$ cat src/rtl/lsu_pkg.sv
// Shared definitions for the load/store unit: access-size encodings, RMW states
// and the byte-lane mask helper used by both the merge path and decode.
package lsu_pkg;

    localparam logic [2:0] F3_B  = 3'b000;
    localparam logic [2:0] F3_H  = 3'b001;
    localparam logic [2:0] F3_W  = 3'b010;
    localparam logic [2:0] F3_BU = 3'b100;
    localparam logic [2:0] F3_HU = 3'b101;

    typedef enum logic [1:0] {
        IDLE   = 2'd0,
        RMW_RD = 2'd1,
        RMW_WR = 2'd2
    } lsu_state_t;

    // One bit per little-endian byte lane touched by an access of this size.
    function automatic logic [3:0] lane_mask(input logic [2:0] funct3, input logic [1:0] offset);
        logic [3:0] mask;
        case (funct3)
            F3_B, F3_BU: mask = 4'b0001 << offset;
            F3_H, F3_HU: mask = offset[1] ? 4'b1100 : 4'b0011;
            F3_W:        mask = 4'b1111;
            default:     mask = 4'b0000;
        endcase
        return mask;
    endfunction

endpackage

$ cat src/rtl/load_store_unit_lanes.sv
// Combinational byte-lane datapath: extracts and extends a load lane from a memory
// word, and merges store data into that word for the read-modify-write path.
module byte_lane_unit
    import lsu_pkg::*;
(
    input  logic [31:0] word_in,
    input  logic [31:0] wdata,
    input  logic [2:0]  funct3,
    input  logic [1:0]  offset,
    output logic [31:0] load_data,
    output logic [31:0] merge_data
);

    logic [31:0] shifted;
    logic [31:0] lane_src;
    logic [3:0]  mask;

    always_comb begin
        shifted = word_in >> {offset, 3'b000};
        case (funct3)
            F3_B:    load_data = {{24{shifted[7]}}, shifted[7:0]};
            F3_BU:   load_data = {24'b0, shifted[7:0]};
            F3_H:    load_data = {{16{shifted[15]}}, shifted[15:0]};
            F3_HU:   load_data = {16'b0, shifted[15:0]};
            default: load_data = word_in;
        endcase
    end

    // Replicate the store data across lanes so the mask alone picks the target lane.
    always_comb begin
        mask = lane_mask(funct3, offset);
        case (funct3)
            F3_B, F3_BU: lane_src = {4{wdata[7:0]}};
            F3_H, F3_HU: lane_src = {2{wdata[15:0]}};
            default:     lane_src = wdata;
        endcase
        merge_data = word_in;
        for (int k = 0; k < 4; k++) begin
            if (mask[k]) begin
                merge_data[8*k +: 8] = lane_src[8*k +: 8];
            end
        end
    end

endmodule

$ cat src/rtl/load_store_unit.sv
// MEM-stage adapter to a word-wide async-read memory: sized loads, word stores,
// and byte/half stores performed as a two-cycle read-modify-write with busy stall.
module load_store_unit
    import lsu_pkg::*;
#(
    parameter int ADDR_W = 32,
    parameter int DATA_W = 32
) (
    input  logic              clk,
    input  logic              rst,
    input  logic              req_valid,
    input  logic              req_we,
    input  logic [2:0]        req_funct3,
    input  logic [ADDR_W-1:0] req_addr,
    input  logic [DATA_W-1:0] req_wdata,
    output logic              busy,
    output logic [DATA_W-1:0] rdata,
    output logic              rdata_valid,
    output logic              fault,
    output logic [ADDR_W-1:0] mem_a,
    output logic [DATA_W-1:0] mem_wd,
    output logic              mem_we,
    input  logic [DATA_W-1:0] mem_rd
);

    lsu_state_t        state_q, state_d;
    logic [ADDR_W-1:0] addr_q, addr_d;
    logic [2:0]        funct3_q, funct3_d;
    logic [DATA_W-1:0] wdata_q, wdata_d;
    logic [DATA_W-1:0] merge_q, merge_d;
    logic [DATA_W-1:0] rdata_q, rdata_d;
    logic              rdata_valid_q, rdata_valid_d;
    logic              fault_q, fault_d;
    logic              busy_q, busy_d;

    logic              illegal;
    logic [2:0]        lane_funct3;
    logic [1:0]        lane_offset;
    logic [31:0]       load_data;
    logic [31:0]       merge_data;

    byte_lane_unit u_lanes (
        .word_in    (mem_rd),
        .wdata      (wdata_q),
        .funct3     (lane_funct3),
        .offset     (lane_offset),
        .load_data  (load_data),
        .merge_data (merge_data)
    );

    always_comb begin
        state_d       = state_q;
        addr_d        = addr_q;
        funct3_d      = funct3_q;
        wdata_d       = wdata_q;
        merge_d       = merge_q;
        rdata_d       = rdata_q;
        rdata_valid_d = 1'b0;
        fault_d       = 1'b0;
        mem_a         = {req_addr[ADDR_W-1:2], 2'b00};
        mem_wd        = req_wdata;
        mem_we        = 1'b0;
        lane_funct3   = req_funct3;
        lane_offset   = req_addr[1:0];

        case (req_funct3)
            F3_B:    illegal = 1'b0;
            F3_H:    illegal = req_addr[0];
            F3_W:    illegal = (req_addr[1:0] != 2'b00);
            F3_BU:   illegal = req_we;
            F3_HU:   illegal = req_we | req_addr[0];
            default: illegal = 1'b1;
        endcase

        case (state_q)
            IDLE: begin
                if (req_valid) begin
                    if (illegal) begin
                        fault_d = 1'b1;
                    end else if (!req_we) begin
                        rdata_d       = load_data;
                        rdata_valid_d = 1'b1;
                    end else if (req_funct3 == F3_W) begin
                        mem_we = 1'b1;
                    end else begin
                        addr_d   = req_addr;
                        funct3_d = req_funct3;
                        wdata_d  = req_wdata;
                        state_d  = RMW_RD;
                    end
                end
            end
            RMW_RD: begin
                mem_a       = {addr_q[ADDR_W-1:2], 2'b00};
                lane_funct3 = funct3_q;
                lane_offset = addr_q[1:0];
                merge_d     = merge_data;
                state_d     = RMW_WR;
            end
            RMW_WR: begin
                mem_a   = {addr_q[ADDR_W-1:2], 2'b00};
                mem_wd  = merge_q;
                mem_we  = 1'b1;
                state_d = IDLE;
            end
            default: state_d = IDLE;
        endcase

        // Reset must suppress the write immediately, including an RMW_WR in flight.
        if (rst) begin
            mem_we = 1'b0;
            mem_a  = '0;
            mem_wd = '0;
        end

        busy_d = (state_d != IDLE);
    end

    always_ff @(posedge clk) begin
        if (rst) begin
            state_q       <= IDLE;
            addr_q        <= '0;
            funct3_q      <= '0;
            wdata_q       <= '0;
            merge_q       <= '0;
            rdata_q       <= '0;
            rdata_valid_q <= 1'b0;
            fault_q       <= 1'b0;
            busy_q        <= 1'b0;
        end else begin
            state_q       <= state_d;
            addr_q        <= addr_d;
            funct3_q      <= funct3_d;
            wdata_q       <= wdata_d;
            merge_q       <= merge_d;
            rdata_q       <= rdata_d;
            rdata_valid_q <= rdata_valid_d;
            fault_q       <= fault_d;
            busy_q        <= busy_d;
        end
    end

    assign busy        = busy_q;
    assign rdata       = rdata_q;
    assign rdata_valid = rdata_valid_q;
    assign fault       = fault_q;

endmodule

$ cat config.mk
export PLATFORM = sky130hd
export DESIGN_NAME = load_store_unit
export DESIGN_NICKNAME = d
export VERILOG_FILES = /design/src/rtl/lsu_pkg.sv /design/src/rtl/load_store_unit_lanes.sv /design/src/rtl/load_store_unit.sv
export SDC_FILE = /design/constraint.sdc
export NUM_CORES = 1
export LEC_CHECK = 0
export CAP_MARGIN = 40
export CORE_MARGIN = 8
export CORE_UTILIZATION = 40
export DETAILED_ROUTE_END_ITERATION = 12
export GPL_TIMING_DRIVEN = 0
export PLACE_DENSITY = 0.68
export SYNTH_ARGS = -nofsm -noshare
export SYNTH_HDL_FRONTEND = slang
export SYNTH_SLANG_ARGS = --single-unit
$ cat constraint.sdc
create_clock -name clk -period 4.2 [get_ports clk]
set_clock_uncertainty 0.1 [all_clocks]
set_input_delay 1.05 -clock clk [delete_from_list [all_inputs] [get_ports clk]]
set_output_delay 1.05 -clock clk [all_outputs]
set_load 0.03 [all_outputs]
# [Yosys cells after proc, flatten, opt, wreduce, memory -nomap -nowiden]
# Index checks and enable logic that the tools add are counted.
# W data, S select, Z words.
[totals] ff_bits=136 in_bits=103 out_inout_bits=100 word_cells=67
[classes] muxes=28 reduce_logical=12 shifts=2 eq_ne=10 bitwise=6
[op_table] op="$mux W32" n=4
[op_table] op="$pmux W32 S4" n=1
[op_table] op="$pmux W32 S2" n=1
[op_table] op="$mux W8" n=4
[op_table] op="$shr A32 B5 Y16" n=1
[op_table] op="$eq A3 B3 Y1 const B" n=4
[op_table] op="$pmux W4 S3" n=1
[op_table] op="$mux W2" n=5
[op_table] op="$mux W1" n=7
[op_table] op="$eq A3 B1 Y1 const B" n=2
[op_table] op="$eq A3 B2 Y1 const B" n=2
[op_table] op="$logic_not A3 Y1" n=2
[op_table] op="$reduce_or A2 Y1" n=3
[op_table] op="$not A1 Y1" n=5
[op_table] op="$pmux W1 S5" n=1
[op_table] op="$reduce_and A5 Y1" n=1
[op_table] op="$mux W4" n=1
[op_table] op="$pmux W2 S2" n=1
[op_table] op="$reduce_and A4 Y1" n=1
[op_table] op="$reduce_bool A2 Y1" n=2
[op_table] op="$reduce_or A4 Y1" n=1
[op_table] op="$shl A1 B2 Y4 const A" n=1
[op_table] op="$mux W3" n=1
[op_table] op="$reduce_or A3 Y1" n=1
[op_table] op="other kinds (5)" n=5

# [Longest topological paths before layout]
# Gate-level depths: netlist of the first run.
[depth] ltp_word=7 ltp_mapped=11

# [Modules after synthesis]
# Synthesis of the first run repeated with hierarchy kept, for this count alone.
[hier_totals] cells_unflattened=918 hier_area_um2=8560.7
[modules_own_cells] mod="load_store_unit" instances=1 area_per_inst_um2=6824.0 seq_area_each_um2=2722.6 cells_per_inst=709
[modules_own_cells] mod="byte_lane_unit" instances=1 area_per_inst_um2=1736.7 seq_area_each_um2=0.0 cells_per_inst=209

# [Worst setup path before layout of the first run]
# No wires, ideal clock.
[synth_timing] path_type="input to output" start="input port req_addr[1]" end="output port mem_we" path_stages=6 t_arrival_ns=2.118 setup_slack_ns=0.932 cell_sequence="buf_6 -> o31ai_4 -> nand3_2 -> nor2_1 -> a21oi_1 -> nor2_1"
[synth_between] elab_chain_cells=6
[synth_lines] item="start, declared" line="load_store_unit.sv:14" text="input logic [ADDR_W-1:0] req_addr,"
[synth_lines] item="$reduce_bool A2 Y1" line="load_store_unit.sv:69" text="F3_W: illegal = (req_addr[1:0] != 2'b00);"
[synth_lines] item="$pmux W1 S5" line="load_store_unit.sv:66" text="case (req_funct3)"
[synth_lines] item="$mux W1" line="load_store_unit.sv:78" text="if (illegal) begin"
[synth_lines] item="$mux W1" line="load_store_unit.sv:77" text="if (req_valid) begin"
[synth_lines] item="$pmux W1 S2" line="load_store_unit.sv:75" text="case (state_q)"
[synth_lines] item="$mux W1" line="load_store_unit.sv:110" text="if (rst) begin"
[synth_lines] item="end, declared" line="load_store_unit.sv:22" text="output logic mem_we,"
# No other way between the ends.

# [Worst setup path in the final report of the first run]
[layout_timing] start="input port rst" end="output port mem_wd[24]"
[layout_between] elab_chain_cells=1
[layout_lines] item="start, declared" line="load_store_unit.sv:10" text="input logic rst,"
[layout_lines] item="$mux W32" line="load_store_unit.sv:110"
[layout_lines] item="end, declared" line="load_store_unit.sv:21" text="output logic [DATA_W-1:0] mem_wd,"
# No other way between the ends.

==> results of run 1 <==
where the power goes:
group          internal (mW)  total (mW)  switching (mW)
combinational          0.319       0.738           0.419
sequential              1.32        1.34          0.0209
clock                  0.873        1.48           0.607
total                   2.51        3.56            1.05
metal layers:
layer  part of all wire [%]  GRT usage [%]  vias up
met1                     43          28.35     3371
met2                     47          35.50      304
met4                    2.6          9.331        0
met5                      0              0        -
li1                       -              -     3428
met3                    7.5          5.332       50
worst max-delay path, cell delays in order:
cell             delay [ns]
clkbuf_1               0.40
clkbuf_2               0.36
clkbuf_2               0.36
nor2_1                 0.14
clkdlybuf4s50_1        0.61
cells by family after synthesis:
kind of cell	Yosys count
fa+ha+maj	3
other cells	1
simple gates	298
flops	136
mux	180
buf+inv	83
compound gates	139
registers in the layout (all words and copies together), names as in the netlist:
register     flops
rdata           32
busy             1
addr_q          32
fault            1
state_q          2
funct3_q         3
merge_q         32
wdata_q         32
rdata_valid      1
worst paths after layout:
path / slack, ns / cells past startpoint / from / endpoint
hold / removal: 0.36 / 2 / rdata[5] / rdata[5]
setup / recovery: 0.13 / 5 / rst / mem_wd[24]
hold reg to reg: 0.36 / 2 / rdata[5] / rdata[5]
setup reg to reg: 1.58 / 9 / state_q[1] / rdata[24]
cells in the final DEF, fill, tap and decap left out, types with 9 or more instances in the layout:
cell and instances:
a31oi_1 9, and3_1 9, nand2b_1 23, a311oi_2 10, nor2_1 186, clkbuf_16 17
clkbuf_2 13, mux2i_1 167, a21oi_1 19, inv_1 11, mux2_2 9, dfxtp_1 136
clkdlybuf4s50_1 197, clkbuf_1 33, nand2_1 54, a211oi_1 16, buf_2 11
area by class of cell:
cell class,count,area [sq um],area share (%)
repair buffers,199,1986,19.18
flip-flops and latches,136,2723,26.30
inverters,11,41.29,0.3988
multi-input cells,622,4357,42.08
clock buffers,17,425.4,4.109
clock inverters,15,152.6,1.474
well taps,234,292.8,2.828
diodes,1,2.502,0.02417
plain buffers,71,374.1,3.613
metrics by stage:
step,worst slack (ns),utilization (%)
finish,0.1287,55.91
global route,0.001124,55.91
CTS,0.03847,55.87
detailed placement,-0.2657,52.72
global placement,-0.2693,52.69
floorplan,0.9318,-
what timing repair did:
item / in CTS / in global routing
gates cloned: 0 / 0
resized for setup: 7 / 13
endpoints found under the setup margin: 63 / 48
==> run_results.csv, run 1 <==
group,metric,value,unit
clock_tree,cts_buffer_depth,2,
route,drt_first_pass_iters,5,
yosys,yosys.area.top_type_share,36.41,%
cells_and_area,syn_to_final_growth,38.45,%
sta,worstMarginPinSlew,0.7271,ns
critical_path,worstPathRequired,3.05,ns
yosys,avgSynthCellArea,8.903,sq um
sta,period_share,96.94,%
critical_path,critical_path_class,"primary input to output port",
cells_and_area,fillers,1730,
route,vias,7153,
clock_tree,cts_made_buffers,17,
critical_path,cp_max_fo,10,
sta,max_freq,245.6,MHz
placement,dp_hpwl,20380,um
yosys,yosysSeqAreaShare,36.41,%
power,p_leak,4.143,nW
cells_and_area,drive_above_1_share,9.804,%
sta,drv_slew,0,
route,drcViolationCount,0,
clock_tree,numClockSinks,136,
floorplanning,rows,50,
clock_tree,hold_buffers,0,
yosys,synth_fa_ha_area_share,0.5019,%
critical_path,startpoint_type,"primary input",
sta,setup_tns,0,ns
clock_tree,cts.htree.levels,4,
yosys,synth_common_cells,"nor2_1, mux2i_1, dfxtp_1",
yosys,ys_ff_latch,136,
yosys,synth_area_leaders,"dfxtp_1, mux2i_1, nor2_1, nand2_1, clkbuf_1",
placement,dp.cells,1274,
critical_path,arrival,2.92,ns
sta,slew_headroom,51.53,%
flow_run,cap_violations,0,
route,wire_per_inst,20.32,um
yosys,synth_edf_count,0,
yosys,synth_compound_area_share,15.63,%
floorplanning,ios,203,
hold_path,hold_class,"flip-flop to flip-flop",
floorplanning,die_area,23330,sq um
route,via_per_inst,5.477,
floorplanning,fp.dieW,152.7,um
clock_tree,cts_tree,"yes",
yosys,ys.flop_type,"dfxtp_1",
route,wl,26530,um
clock_tree,post_cts_buffers,0,
power,p_total,3.562,mW
sta,rsz0062_at_grt,"false",
yosys,syn_area,7478,sq um
yosys,ys_types,57,
yosys,synth_xor_area_share,0,%
yosys,yosysTopAreaCell,"dfxtp_1",
clock_tree,clk_pin_slew,0.06,ns
sta,fin_crit,4.071,ns
power,vdd_drop_max,305.4,uV
yosys,synth-simple-area-share,17.22,%
cells_and_area,design_area,10350,sq um
floorplanning,core-area,18520,sq um
yosys,synth.most_common_cell,"nor2_1",
route,drtIter0Drc,415,
floorplanning,die_y,152.7,um
sta,final_hold_viol_count,0,
cells_and_area,stdcell_count,1306,
power,powerDensity,344.0,nW/um^2
grt,grt_pass1_wl,41030,um
cells_and_area,nets,1164,
floorplanning,initial_core_util,40.39,%
clock_tree,clk_latency,0.42,ns
route,drtAntennaViolNets,0,
yosys,synth_cells,840,
sta,final-setup-viol-count,0,
placement,postPlaceCellArea,9762,sq um
grt,grt_max_degree,17,
grt,grtUsageTotal,22.29,%
critical_path,critPathCaptureType,"output port",
yosys,synth.mux.area_fraction,24.81,%
yosys,yosys_warnings,0,
grt,grt_pass1_vias,7143,
grt,antenna_found_initial,1,
yosys,synth_top_family_by_area,"multiplexers",
placement,portBuffers,198,
sta,fin_hold_ws,0.3580,ns
yosys,synthArstFlopShare,0,%
grt,grt_overflow,0,
run_status,status,"finished, final reports clean",
placement,gp_congestion,0.9084,
clock_tree,cts_root_buffer,"clkbuf_16",
Power figures use the tool's default switching activity.
==> inputs of run 2 (changes only) <==
CTS_BUF_LIST = sky130_fd_sc_hd__clkbuf_8   (was unset)
==> run_results.csv, run 2 (synthesized netlist as in run 1, its figures left out) <==
group,metric,value,unit
route,wire_per_inst,20.18,um
placement,preCtsSetupSlack,-0.2657,ns
sta,drv_slew,0,
floorplanning,rows,50,
sta,max_freq,245.1,MHz
placement,gp_congestion,0.9084,
flow_run,cap_violations,0,
power,powerDensity,311.6,nW/um^2
grt,grt_max_degree,17,
route,wl,26350,um
grt,grt_pass1_vias,7060,
floorplanning,fp.dieW,152.7,um
cells_and_area,multi_input_area,4357,sq um
sta,worstMarginPinSlew,0.6592,ns
sta,rsz0062_at_grt,"false",
grt,grt_overflow,0,
floorplanning,ios,203,
floorplanning,initial_core_util,40.39,%
clock_tree,cts_root_buffer,"clkbuf_8",
critical_path,startpoint_type,"flip-flop",
route,drcViolationCount,0,
sta,final_hold_viol_count,0,
clock_tree,numClockSinks,136,
critical_path,arrival,2.93,ns
critical_path,critPathCaptureType,"output port",
grt,grtUsageTotal,22.16,%
cells_and_area,drive_above_1_share,9.897,%
route,drt_first_pass_iters,5,
clock_tree,cts.htree.levels,4,
run_status,status,"finished, final reports clean",
floorplanning,die_area,23330,sq um
placement,dp_hpwl,20380,um
sta,slew_headroom,56.05,%
clock_tree,cts_made_buffers,17,
sta,fin_hold_ws,0.3611,ns
clock_tree,hold_buffers,0,
grt,grt_pass1_wl,40740,um
clock_tree,clk_latency,0.46,ns
route,drtAntennaViolNets,0,
floorplanning,die_y,152.7,um
floorplanning,core-area,18520,sq um
placement,portBuffers,198,
sta,period_share,97.16,%
critical_path,cp_max_fo,10,
route,via_per_inst,5.413,
clock_tree,cts_buffer_depth,2,
sta,final-setup-viol-count,0,
clock_tree,clk_pin_slew,0.08,ns
hold_path,hold_class,"flip-flop to flip-flop",
cells_and_area,syn_to_final_growth,35.90,%
sta,fin_crit,4.081,ns
cells_and_area,nets,1164,
critical_path,critical_path_class,"flip-flop to output port",
cells_and_area,fillers,1749,
clock_tree,cts_tree,"yes",
route,vias,7069,
power,p_leak,4.059,nW
power,vdd_drop_max,229.0,uV
sta,setup_ws,0.1192,ns
cells_and_area,final_common_cell,"clkdlybuf4s50_1",
grt,antenna_found_initial,1,
cells_and_area,area.sequential,2723,sq um
critical_path,worstPathRequired,3.05,ns
sta,setup_tns,0,ns
cells_and_area,final_core_util,54.89,%
power,p_total,3.167,mW
cells_and_area,final_cell_mix,"clkdlybuf4s50_1, nor2_1, mux2i_1",
route,drtIter0Drc,461,
critical_path,rrSetupSlack,1.57,ns
-- run 2: power by group --
group          switching [mW]  internal, mW
sequential             0.0209          1.32
clock                   0.562         0.526
combinational           0.418         0.319
total                    1.00          2.17
-- run 2: critical path: stages (launching register included) --
cell	delay (ns)
dfxtp_1	0.34
inv_1	0.08
ha_1	0.14
clkbuf_1	0.39
clkbuf_2	0.45
mux2i_1	0.14
nor2_1	0.21
clkdlybuf4s50_1	0.72
-- run 2: through the flow --
| step | instances | instance area, sq um |
|---|---|---|
| 3_5_place_dp | 1274 | 9762 |
| 6_report | 1306 | 10160 |
| 3_3_place_gp | 1273 | 9757 |
| 2_1_floorplan | 841 | 7482 |
| 4_1_cts | 1306 | 10160 |
| 5_1_grt | 1306 | 10160 |
-- run 2: area by class of cell --
type	count	area share, %
diodes	1	0.02462
plain buffers	71	3.693
clock buffers	17	2.302
clock inverters	15	1.502
inverters	11	0.4063
multi-input cells	622	42.87
flip-flops and latches	136	26.79
well taps	234	2.881
repair buffers	199	19.54
-- run 2: timing repair --
action / in CTS / in global routing
resized for setup: 8 / 13
endpoints found under the setup margin: 63 / 40
cloned: 0 / 0
setup buffers: 0 / 0
hold endpoints to repair: 0 / 0
-- run 2: path summary, 6_finish.rpt --
kind,start,endpoint,depth (start not counted)
worst max-delay path,state_q[0],mem_wd[24],7
worst min-delay path,rdata[5],rdata[5],2
worst max register to register,state_q[1],rdata[24],9
worst min register to register,rdata[5],rdata[5],2
-- run 2: routing by layer --
metal	share of wire, %	vias up	track usage (%)	routed length (um)
li1	-	3416	-	-
met1	45	3360	28.27	11840
met2	47	244	35.39	12260
met3	5.9	49	5.360	1562
met4	2.6	0	8.718	694
met5	0	-	0	0
==> RTL change 1, RTL diff (flow settings as in run 1) <==
Take the reset off `rdata_q` and load it in a clocked block of its own.
--- a/src/rtl/load_store_unit.sv
+++ b/src/rtl/load_store_unit.sv
@@ -123,7 +123,6 @@
             funct3_q      <= '0;
             wdata_q       <= '0;
             merge_q       <= '0;
-            rdata_q       <= '0;
             rdata_valid_q <= 1'b0;
             fault_q       <= 1'b0;
             busy_q        <= 1'b0;
@@ -133,11 +132,14 @@
             funct3_q      <= funct3_d;
             wdata_q       <= wdata_d;
             merge_q       <= merge_d;
-            rdata_q       <= rdata_d;
             rdata_valid_q <= rdata_valid_d;
             fault_q       <= fault_d;
             busy_q        <= busy_d;
         end
+    end
+
+    always_ff @(posedge clk) begin
+        rdata_q <= rdata_d;
     end
 
     assign busy        = busy_q;
Behaviour: not the same (a bounded check fails within 4 cycles, from zero or initial values and one cycle with rst high).
==> RTL change 1 against run 1 <==
  * Area after synthesis rose by 6.8%
  * Via count rose by 13%
  * Wire length rose by 11%
  * Hold slack improved by 0.018 ns
  * Final area rose by 6.9%
  * Register-to-register slack barely moved
  * Critical path depth rose by 2
  * First-iteration DRC count rose by 66%
  * Sequential cell count did not move
  * Setup slack got worse by 0.052 ns
  * Utilization rose by 0.78 points
  * Power rose by 10%
  * Critical endpoint is now mem_we
==> RTL change 1: results (changes against run 1) <==
| Metric | Value |
|---|---|
| Outcome | `complete, no violations` |
| #MultiIn Comb | `663 (+6.6%)` |
| Global-route track usage on met3 | `6.75% (+1.4 points)` |
| Vias in the first global route | `7,907 (+11%)` |
| Final hold slack | `0.376 ns (+0.0176 ns)` |
| Worst Reg-to-Reg Cells | `10 (+1)` |
| Drt initial violations | `689 (+66%)` |
| Placement Setup Slack | `-0.906 ns (-0.640 ns)` |
| Area after DPL | `10,300 um2 (+5.8%)` |
| Non-clock buffer total of the final layout | `294 (+8.9%)` |
| Die X | `157 um (+3.0%)` |
| Met1 WL | `12,100 um (+5.3%)` |
| Fillers | `1,820 (+5.2%)` |
| Post-CTS sizing | `20 (+13)` |
| Hold endpoint | `addr_q[3]$_SDFFE_PP0P_` |
| Sequential share of the synthesized area | `38.1% (+1.7 points)` |
| Sequential fraction of total cell area | `27.5% (+1.2 points)` |
| Vias per cell | `5.75 (+4.9%)` |
| Nets | `1,233 (+5.9%)` |
| Gr usage total | `23.2% (+0.95 points)` |
| EDFF count, synth | `32 (+32)` |
| Clock buf/inv share | `6.18% (+0.60 points)` |
| Max stage delay on crit path | `0.63 ns (+0.02 ns)` |
| Metal3 WL | `3020 um (+53%)` |
| Leak pwr | `3.95 nW (-4.6%)` |
| RR Startpoint | `state_q[1]$_SDFF_PP0_` |
| Placed cell count | `1,373 (+7.8%)` |
| Metal2 WL | `13,400 um (+8.5%)` |
| Peak VDD IR | `0.279 mV (-8.5%)` |
| DRT Wirelength | `29,400 um (+11%)` |
| Multi-input combinational area share | `39.7% (-2.3 points)` |
| CLK BUF | `22 (+5)` |
| Post CTS Setup Buffer Count | `0 (unchanged)` |
| Diodes inserted | `0 (-1)` |
| Clock-pin slew on the worst setup and hold paths | `0.06 ns (about the same)` |
| Unique masters post-synth | `69 (+21%)` |
| Area contributors post-synth | `dfxtp_1, edfxtp_1, mux2i_1` |
| GPL Wtd Cong | `0.936 (+3.1%)` |
| Commonest cells in the netlist | `dfxtp_1, nor2_1, nand3_1` |
| Min-delay src | `addr_q[3]$_SDFFE_PP0P_` |
| Non-clock inverter count | `15 (+4)` |
| Slowest cell on the critical path | `clkdlybuf4s50_1` |
| Worst path arrival time | `2.97 ns (+0.05 ns)` |
| Via Count | `8,073 (+13%)` |
| Pwr Density | `354 nW/um2 (+2.9%)` |
| GR Util met2 | `37.2% (+1.7 points)` |
| Initial antenna violation count | `1 (unchanged)` |
| Largest net degree at the start of global routing | `22 (+5)` |
| Final non-clock buffer share | `23.1% (+0.29 points)` |
| Share of layout cells above drive strength 1 | `13.2% (+3.4 points)` |
| Top sig layer | `met5` |
| HPWL Detailed | `22,400 um (+9.7%)` |
| Least-Margin Pin Slew | `0.754 ns (+0.0267 ns)` |
| Critical R2R Capture | `merge_q[24]$_SDFFE_PP0N_` |
| M1 GR Usage | `29.0% (+0.70 points)` |
| First-pass GRT wire length | `44,500 um (+8.4%)` |
==> RTL change 1: cell count changes after synthesis, sizes merged, moves of 13 or more <==
cell / before / now
mux2: 10 / 24
a211oi: 16 / 1
nand2b: 23 / 2
mux2i: 170 / 83
dfxtp: 136 / 104
a21oi: 21 / 83
buf: 26 / 49
nand2: 54 / 40
edfxtp: 0 / 32
o211ai: 0 / 36
nand3: 5 / 95
o21ai: 11 / 82
o311ai: 0 / 13
nor2: 186 / 103
==> RTL change 1: report_power, final <==
| group | switching, mW | total [mW] | internal [mW] | leakage [nW] |
|---|---|---|---|---|
| registers | 0.0191 | 1.40 | 1.38 | 1.14 |
| logic | 0.453 | 0.774 | 0.321 | 2.49 |
| clock network | 0.602 | 1.74 | 1.14 | 0.327 |
==> RTL change 1: worst max-delay path by stage <==
stage	slack [ns]	end	start	cells past startpoint
2_1_floorplan	0.66	rdata[0]$_DFFE_PP_	req_addr[0]	5
3_3_place_gp	-0.83	mem_wd[15]	rst	7
5_1_grt	0.02	mem_we	req_funct3[0]	7
6_report	0.08	mem_we	req_funct3[0]	7
4_1_cts	0.03	mem_a[29]	state_q[1]$_SDFF_PP0_	7
3_5_place_dp	-0.91	mem_wd[15]	rst	7
==> RTL change 1: cell families (layout without fill, tap and decap cells) <==
kind of cell / after synthesis / in the layout / synth area share, %
compound gates: 265 / 265 / 22.4
fa+ha+maj: 3 / 3 / 0.470
buf+inv: 110 / 341 / 7.08
flops: 136 / 136 / 38.1
mux: 107 / 107 / 14.3
other cells: 1 / 2 / 0.0469
simple gates: 286 / 286 / 17.6
==> RTL change 1: critical path, delay by kind of cell <==
kind | cells | cell delay (ns)
simple gates | 1 | 0.07
compound gates | 2 | 0.36
buf+inv | 4 | 1.48
==> RTL change 2, RTL diff (config.mk and constraints of run 1) <==
Without the edit above. The parameter `ADDR_W` goes from 32 to 64.
--- a/src/rtl/load_store_unit.sv
+++ b/src/rtl/load_store_unit.sv
@@ -3,7 +3,7 @@
 module load_store_unit
     import lsu_pkg::*;
 #(
-    parameter int ADDR_W = 32,
+    parameter int ADDR_W = 64,
     parameter int DATA_W = 32
 ) (
     input  logic              clk,
Interface: changed (resized mem_a and req_addr); port bits go from 203 to 267. No check against the original RTL was run, so the function may have changed too.
==> RTL change 2 against run 1 <==
  * Setup slack worse by 0.032 ns
  * Final area up 20%
  * Via count up 26%
  * Clock power up 5%
  * Wire length up 24%
  * Final cell count up 30%
  * Sequential cell count up 32
  * Utilization down 0.26 points
  * Power up 15%
  * Area after synthesis up 20%
  * Hold slack worse by 0.0025 ns
==> RTL change 2: results (changes against run 1) <==
| Metric | Value |
|---|---|
| Metal2 WL | `15,300 um (+23%)` |
| Clk power | `1.55 mW (+5%)` |
| Fillers | `2,135 (+23%)` |
| Commonest cells in the netlist | `nand2_1, dfxtp_1, nor2_1` |
| Tap cell count | `285 (+22%)` |
| Least-Margin Pin Slew | `0.745 ns (+0.0182 ns)` |
| Clock buf/inv share | `4.55% (-1.0 points)` |
| Non-clock inverter count | `5 (-6)` |
| Placement Setup Slack | `-0.902 ns (-0.637 ns)` |
| Sequential cell area | `3360 um2 (+24%)` |
| HPWL Detailed | `25,600 um (+25%)` |
| Finished Layout Cells | `1,697 (+30%)` |
| Pint | `2.83 mW (+13%)` |
| GR Util met2 | `38.7% (+3.2 points)` |
| Metal3 WL | `2840 um (+43%)` |
| #FFs+latches synth | `168 (+24%)` |
| Multi-input combinational cell area | `5150 um2 (+18%)` |
| Share of layout cells above drive strength 1 | `9.99% (+0.19 points)` |
| Drt initial violations | `682 (+64%)` |
| Top sig layer | `met5` |
| CP max FO | `5 (-5)` |
| Vias in the first global route | `9,184 (+29%)` |
| Peak VDD IR | `0.305 mV (-0.26%)` |
| Post-Synth Adder-Cell Area | `0.418% (-0.084 points)` |
| #MultiIn Comb | `848 (+36%)` |
| Area contributors post-synth | `dfxtp_1, mux2i_1, nand2_1` |
| Worst path arrival time | `2.95 ns (+0.03 ns)` |
| Max stage delay on crit path | `0.72 ns (+0.11 ns)` |
| Non-clock buffer total of the final layout | `358 (+33%)` |
| Outcome | `complete, no violations` |
-- RTL change 2: cell count changes in the layout (fill, tap and decap cells not counted), moves of 8 or more --
cell                    run 1  this run
a221oi_2                    0         8
mux2i_1                   167       125
a31oi_1                     9         1
clkbuf_1                   33        50
a21oi_1                    19       109
clkdlybuf4s50_1           197       180
a211oi_2                    0         8
nor2_1                    186       153
nand2_1                    54       264
dfxtp_1                   136       168
dlygate4sd2_1               1        78
-- RTL change 2: path summary, 6_finish.rpt --
path | slack [ns] | cells after the start | to | from
hold / removal | 0.36 | 2 | addr_q[4]$_SDFFE_PP0P_ | addr_q[4]$_SDFFE_PP0P_
setup / recovery | 0.1 | 6 | mem_we | req_funct3[2]
hold reg to reg | 0.36 | 2 | addr_q[4]$_SDFFE_PP0P_ | addr_q[4]$_SDFFE_PP0P_
setup reg to reg | 1.48 | 9 | merge_q[21]$_SDFFE_PP0N_ | state_q[1]$_SDFF_PP0_
